<file path="src/rtl/mem_port_arbiter_pkg.sv">
// Shared types and constants for the fetch / load-store memory port arbiter.
package mem_port_arbiter_pkg;

  typedef enum logic [1:0] {
    ARB_IDLE = 2'd0,
    ARB_RD   = 2'd1,
    ARB_DONE = 2'd2
  } arb_state_e;

  typedef enum logic {
    ARB_IF = 1'b0,
    ARB_LS = 1'b1
  } arb_id_e;

  localparam int unsigned RD_LAT_MIN = 1;
  localparam int unsigned RD_LAT_MAX = 4;
  localparam int unsigned CNT_W      = 3;

  // Out-of-range latencies are clamped so the counter can never wrap.
  function automatic logic [CNT_W-1:0] lat_load(input int unsigned lat);
    if (lat < RD_LAT_MIN) begin
      return CNT_W'(RD_LAT_MIN);
    end else if (lat > RD_LAT_MAX) begin
      return CNT_W'(RD_LAT_MAX);
    end else begin
      return CNT_W'(lat);
    end
  endfunction

endpackage

</file>
<file path="src/rtl/mem_port_arbiter_rr_arb2.sv">
// Two-way round-robin pick between fetch and load/store; a tie goes to the
// requester that was not served last.
module rr_arb2
  import mem_port_arbiter_pkg::*;
(
  input  logic    req_if_i,
  input  logic    req_ls_i,
  input  logic    last_if_i,
  output logic    gnt_valid_o,
  output arb_id_e gnt_id_o
);

  // Grant decode
  always_comb begin
    gnt_valid_o = 1'b0;
    gnt_id_o    = ARB_LS;
    case ({req_if_i, req_ls_i})
      2'b10: begin
        gnt_valid_o = 1'b1;
        gnt_id_o    = ARB_IF;
      end
      2'b01: begin
        gnt_valid_o = 1'b1;
        gnt_id_o    = ARB_LS;
      end
      2'b11: begin
        gnt_valid_o = 1'b1;
        gnt_id_o    = last_if_i ? ARB_LS : ARB_IF;
      end
      default: begin
        gnt_valid_o = 1'b0;
        gnt_id_o    = ARB_LS;
      end
    endcase
  end

endmodule

</file>
<file path="src/rtl/mem_port_arbiter.sv">
// Single-port memory arbiter: issues one fetch or load/store access at a time,
// waits out the read latency and returns a one-cycle ack to the winner.
module mem_port_arbiter
  import mem_port_arbiter_pkg::*;
#(
  parameter int unsigned AW     = 32,
  parameter int unsigned RD_LAT = 1
) (
  input  logic          clk,
  input  logic          rst_n,
  input  logic          if_req_i,
  input  logic [AW-1:0] if_addr_i,
  output logic          if_ack_o,
  output logic [31:0]   if_rdata_o,
  input  logic          ls_rena_i,
  input  logic          ls_wena_i,
  input  logic [AW-1:0] ls_addr_i,
  input  logic [31:0]   ls_wdata_i,
  input  logic [3:0]    ls_wstrb_i,
  output logic          ls_ack_o,
  output logic [31:0]   ls_rdata_o,
  output logic          mem_en_o,
  output logic [3:0]    mem_we_o,
  output logic [AW-1:0] mem_addr_o,
  output logic [31:0]   mem_wdata_o,
  input  logic [31:0]   mem_rdata_i,
  output logic          busy_o
);

  localparam logic [CNT_W-1:0] LAT_LOAD = lat_load(RD_LAT);

  arb_state_e       state_q, state_d;
  arb_id_e          winner_q, winner_d;
  logic [CNT_W-1:0] cnt_q, cnt_d;
  logic             last_if_q, last_if_d;
  logic [31:0]      if_rdata_q, if_rdata_d;
  logic [31:0]      ls_rdata_q, ls_rdata_d;

  logic             gnt_valid_s;
  arb_id_e          gnt_id_s;

  rr_arb2 u_rr_arb2 (
    .req_if_i    (if_req_i),
    .req_ls_i    (ls_rena_i | ls_wena_i),
    .last_if_i   (last_if_q),
    .gnt_valid_o (gnt_valid_s),
    .gnt_id_o    (gnt_id_s)
  );

  // Next-state, issue and capture logic
  always_comb begin
    state_d     = state_q;
    winner_d    = winner_q;
    cnt_d       = cnt_q;
    last_if_d   = last_if_q;
    if_rdata_d  = if_rdata_q;
    ls_rdata_d  = ls_rdata_q;
    mem_en_o    = 1'b0;
    mem_we_o    = 4'b0000;
    mem_addr_o  = if_addr_i;
    mem_wdata_o = ls_wdata_i;
    case (state_q)
      ARB_IDLE: begin
        if (gnt_valid_s) begin
          mem_en_o = rst_n;
          winner_d = gnt_id_s;
          if (gnt_id_s == ARB_LS) begin
            mem_addr_o = ls_addr_i;
            if (ls_wena_i) begin
              mem_we_o = ls_wstrb_i & {4{rst_n}};
              state_d  = ARB_DONE;
            end else begin
              cnt_d   = LAT_LOAD;
              state_d = ARB_RD;
            end
          end else begin
            cnt_d   = LAT_LOAD;
            state_d = ARB_RD;
          end
        end else begin
          state_d = ARB_IDLE;
        end
      end
      ARB_RD: begin
        // Read data is valid in the cycle the counter shows one.
        if (cnt_q <= {{(CNT_W-1){1'b0}}, 1'b1}) begin
          if (winner_q == ARB_IF) begin
            if_rdata_d = mem_rdata_i;
          end else begin
            ls_rdata_d = mem_rdata_i;
          end
          state_d = ARB_DONE;
        end else begin
          cnt_d = cnt_q - {{(CNT_W-1){1'b0}}, 1'b1};
        end
      end
      ARB_DONE: begin
        last_if_d = (winner_q == ARB_IF);
        state_d   = ARB_IDLE;
      end
      default: begin
        state_d = ARB_IDLE;
      end
    endcase
  end

  // State and data registers
  always_ff @(posedge clk or negedge rst_n) begin
    if (!rst_n) begin
      state_q    <= ARB_IDLE;
      winner_q   <= ARB_IF;
      cnt_q      <= {CNT_W{1'b0}};
      last_if_q  <= 1'b1;
      if_rdata_q <= 32'h0000_0000;
      ls_rdata_q <= 32'h0000_0000;
    end else begin
      state_q    <= state_d;
      winner_q   <= winner_d;
      cnt_q      <= cnt_d;
      last_if_q  <= last_if_d;
      if_rdata_q <= if_rdata_d;
      ls_rdata_q <= ls_rdata_d;
    end
  end

  assign if_ack_o   = (state_q == ARB_DONE) && (winner_q == ARB_IF);
  assign ls_ack_o   = (state_q == ARB_DONE) && (winner_q == ARB_LS);
  assign if_rdata_o = if_rdata_q;
  assign ls_rdata_o = ls_rdata_q;
  assign busy_o     = (state_q != ARB_IDLE);

endmodule

</file>
<file path="config.mk">
export PLATFORM = sky130hd
export DESIGN_NAME = mem_port_arbiter
export DESIGN_NICKNAME = d
export VERILOG_FILES = /design/src/rtl/mem_port_arbiter_pkg.sv /design/src/rtl/mem_port_arbiter_rr_arb2.sv /design/src/rtl/mem_port_arbiter.sv
export SDC_FILE = /design/constraint.sdc
export NUM_CORES = 1
export LEC_CHECK = 0
export ABC_AREA = 1
export CORE_MARGIN = 1.5
export CORE_UTILIZATION = 32
export CTS_BUF_LIST = sky130_fd_sc_hd__clkbuf_4
export DETAILED_ROUTE_END_ITERATION = 12
export GPL_TIMING_DRIVEN = 0
export HOLD_SLACK_MARGIN = 0.05
export PLACE_DENSITY = 0.79
export SLEW_MARGIN = 30
export SYNTH_ARGS = -nofsm -noshare
export SYNTH_HDL_FRONTEND = slang
export SYNTH_SLANG_ARGS = --single-unit
</file>
<file path="constraint.sdc">
create_clock -name clk -period 1.2 [get_ports clk]
set_input_delay 0.24 -clock clk [delete_from_list [all_inputs] [get_ports clk]]
set_output_delay 0.24 -clock clk [all_outputs]
set_load 0.02 [all_outputs]
</file>
==> flow_summary.ini <==
[run_status]
status = finished, violations left
violations = negative hold slack, negative setup slack

[timing]
period_share_pct = 167
setup_ws_ns = -0.798
drv_slew = 0
tightest_slew_ns = 0.411
fmax_ghz = 0.500
rsz0062_at_grt = true
hold_viol = 30
setup_viol = 170
hold_slack_ns = -0.282
slew_headroom_pct = 72.6
min_period_ns = 2.00
finalClockSkew_ns = 0.0239

[finish]
nFillCells = 877
finish.instance_area_sq_um = 7820
fin_nets = 915
layout_common_cells = 133 x clkdlybuf4s50_1, 127 x buf_6, 102 x buf_4
insertedDiodeCount = 0
final_common_cell = clkdlybuf4s50_1
post-route-util_pct = 68.8
drive_gt1_share_pct = 54.5
instances_no_fill = 924
area_delta_synth_final_pct = 111

[die]
io_pins = 273
dieHeight_um = 111
num_rows = 39
die_width_um = 111
initial_core_util_pct = 32.6
core_sq_um = 11400
die_area_sq_um = 12200

[worst_setup_path]
cp.required_ns = 0.96
worstPathArrival_ns = 1.76
crit_fanout = 10
cpMostUsedCell = nand2_2
critical_path.max_stage_delay_ns = 0.58
critPathKind = reg2out
path_cells = o21ai_4 -> nand2_4 -> nand2_8 -> buf_12 -> nand2_2 -> nand2_2 -> buf_6
critPathLaunchType = flip-flop
slowest_stage = dfstp_2
startpoint = last_if_q$_DFFE_PN1N_
cp-end-kind = output pin
r2r_start = state_q[1]$_DFFE_PN0P_

[synth]
netlist_area_sq_um = 3710
synthCells = 440
yosys_warnings = 0
yosys_register_bits = 71
syn-num-nets = 579
postSynthAreaPerCell_sq_um = 8.42
synth.distinct_cells = 25
yosysSeqAreaShare_pct = 48.0

[run]
cap_violations = 0

[place]
hpwl_mm = 10.5
dp_cells = 824
dpl_cell_area_sq_um = 6580
place.gp.congestion = 0.941
io_buffers = 240

[cts]
h-tree-depth = 3
cts.sinks = 71
cts.clk_slew.worst_paths_ns = 0.14
clock_latency_ns = 0.43
cts_buffer_depth = 2
root_buffer = clkbuf_4
cts_tree = built
cts_inserted_buffers = 9

[global_routing]
grt_max_degree = 47
grt_pass1_wl_mm = 22.4
grt.total_usage_pct = 23.0
overflow = 0
antenna_found_initial = 0
grt_pass1_vias = 4369

[detailed_routing]
vias = 4285
routedWlPerCell_um = 16.2
detail-route-antenna-nets = 0
drt_wl_total_mm = 15.0
remaining_drc_errors = 0
avgViaCountPerCell = 4.64
drt_iter0_markers = 171
drt-pass1-iter-count = 4

[pwr]
ir_drop_v = 0.00156
power_density_nw_per_um2 = 2480
power.leakage_nw = 3.81

[min_path]
hp-class = in2async
cell families after synthesis:
logic type / Yosys count / share of synthesized area (%)
adder cells (fa/ha/maj): 2 / 0.675
buffers and inverters: 98 / 15.7
flip-flops: 71 / 48.0
XOR/XNOR: 1 / 0.236
AO/OA/AOI/OAI: 68 / 11.7
AND/OR/NAND/NOR: 200 / 23.7
registers in the layout (all words and copies together) (netlist names):
register and flops:
cnt_q 3, state_q 2, last_if_q 1, ls_rdata_o 32, if_rdata_o 32, winner_q 1
metal layers:
layer  vias to the layer above  routed length (um)  part of all wire [%]  GRT usage [%]
li1                       2041                   -                     -              -
met1                      2051                5590                    37           25.9
met2                       171                8080                    54           41.9
met3                        22                1050                   7.0           6.97
met4                         0                 250                   1.7           6.15
met5                         -                   0                     0              0
synth_stat cells:
cell type / number / area share, %
o21ai_1: 44 / 5.9
o21ai_4: 1 / 0.44
o21ai_0: 1 / 0.13
dfstp_2: 1 / 0.71
buf_6: 9 / 2.7
o21ai_2: 22 / 5.2
nand2_8: 1 / 0.54
nand2_1: 142 / 14
nor3_1: 4 / 0.54
nand2_4: 1 / 0.30
nand2_2: 1 / 0.17
nand3_1: 41 / 5.5
nor2_4: 1 / 0.30
dfrtp_1: 70 / 47
xnor2_1: 1 / 0.24
inv_1: 42 / 4.3
inv_2: 2 / 0.20
nand3_4: 2 / 0.95
buf_2: 9 / 1.2
nor2_1: 5 / 0.51
nand3_2: 1 / 0.27
inv_6: 1 / 0.24
ha_1: 2 / 0.68
buf_4: 35 / 7.1
nor2_2: 1 / 0.17
cell type report:
type                    instances  area (sq um)  area share [%]
plain buffers                  52           509            6.51
inverters                      45           183            2.34
clock inverters                 7          56.3           0.720
well taps                     143           179            2.29
clock buffers                   9          67.6           0.864
repair buffers                324          3220            41.2
flip-flops and latches         71          1780            22.8
multi-input cells             273          1830            23.4
worst paths after layout:
check	to	slack [ns]	cells past startpoint
min	if_rdata_o[15]$_DFFE_PN0P_	-0.28	1
max in group asynchronous	last_if_q$_DFFE_PN1N_	0.84	2
max reg2reg	ls_rdata_o[15]$_DFFE_PN0P_	-0.49	9
min in group clk	ls_rdata_o[23]$_DFFE_PN0P_	0.37	3
min reg2reg	if_rdata_o[31]$_DFFE_PN0P_	0.53	2
max	mem_addr_o[26]	-0.80	7
repair_timing:
item / in CTS / in global routing
setup endpoints to repair: 173 / 174
gates resized for setup: 655 / 82
endpoints found under the hold margin: 30 / 30
pin swaps: 5 / 14
gates cloned: 3 / 2
setup buffers: 46 / 36
through the flow:
step | setup WS (ns) | hold slack [ns] | TNS (ns) | power (mW)
after floorplan | -0.165 | -0.0556 | -5.87 | 9.83
after global placement | -3.45 | 0.473 | -251.02 | 14.3
after detailed placement | -1.38 | 0.203 | -63.16 | 14.5
after CTS | -0.843 | -0.288 | -50.97 | 17.7
after global routing | -0.893 | -0.290 | -70.35 | 20.4
final | -0.798 | -0.282 | -59.63 | 19.4
worst max-delay path, delay by kind of cell (launching register included):
family	cells	cell delay, ns
DFF	1	0.58
buffers and inverters	2	0.29
AOI/OAI and AO/OA	1	0.08
and+or+nand+nor	4	0.38
report_power, final:
part / switching [mW] / leakage [nW] / internal (mW) / total (mW)
registers: 0.881 / 0.866 / 3.55 / 4.44
logic: 6.62 / 2.88 / 6.90 / 13.5
clock network: 0.984 / 0.0625 / 0.450 / 1.43
total: 8.48 / 3.81 / 10.9 / 19.4
Power figures use the tool's default switching activity.
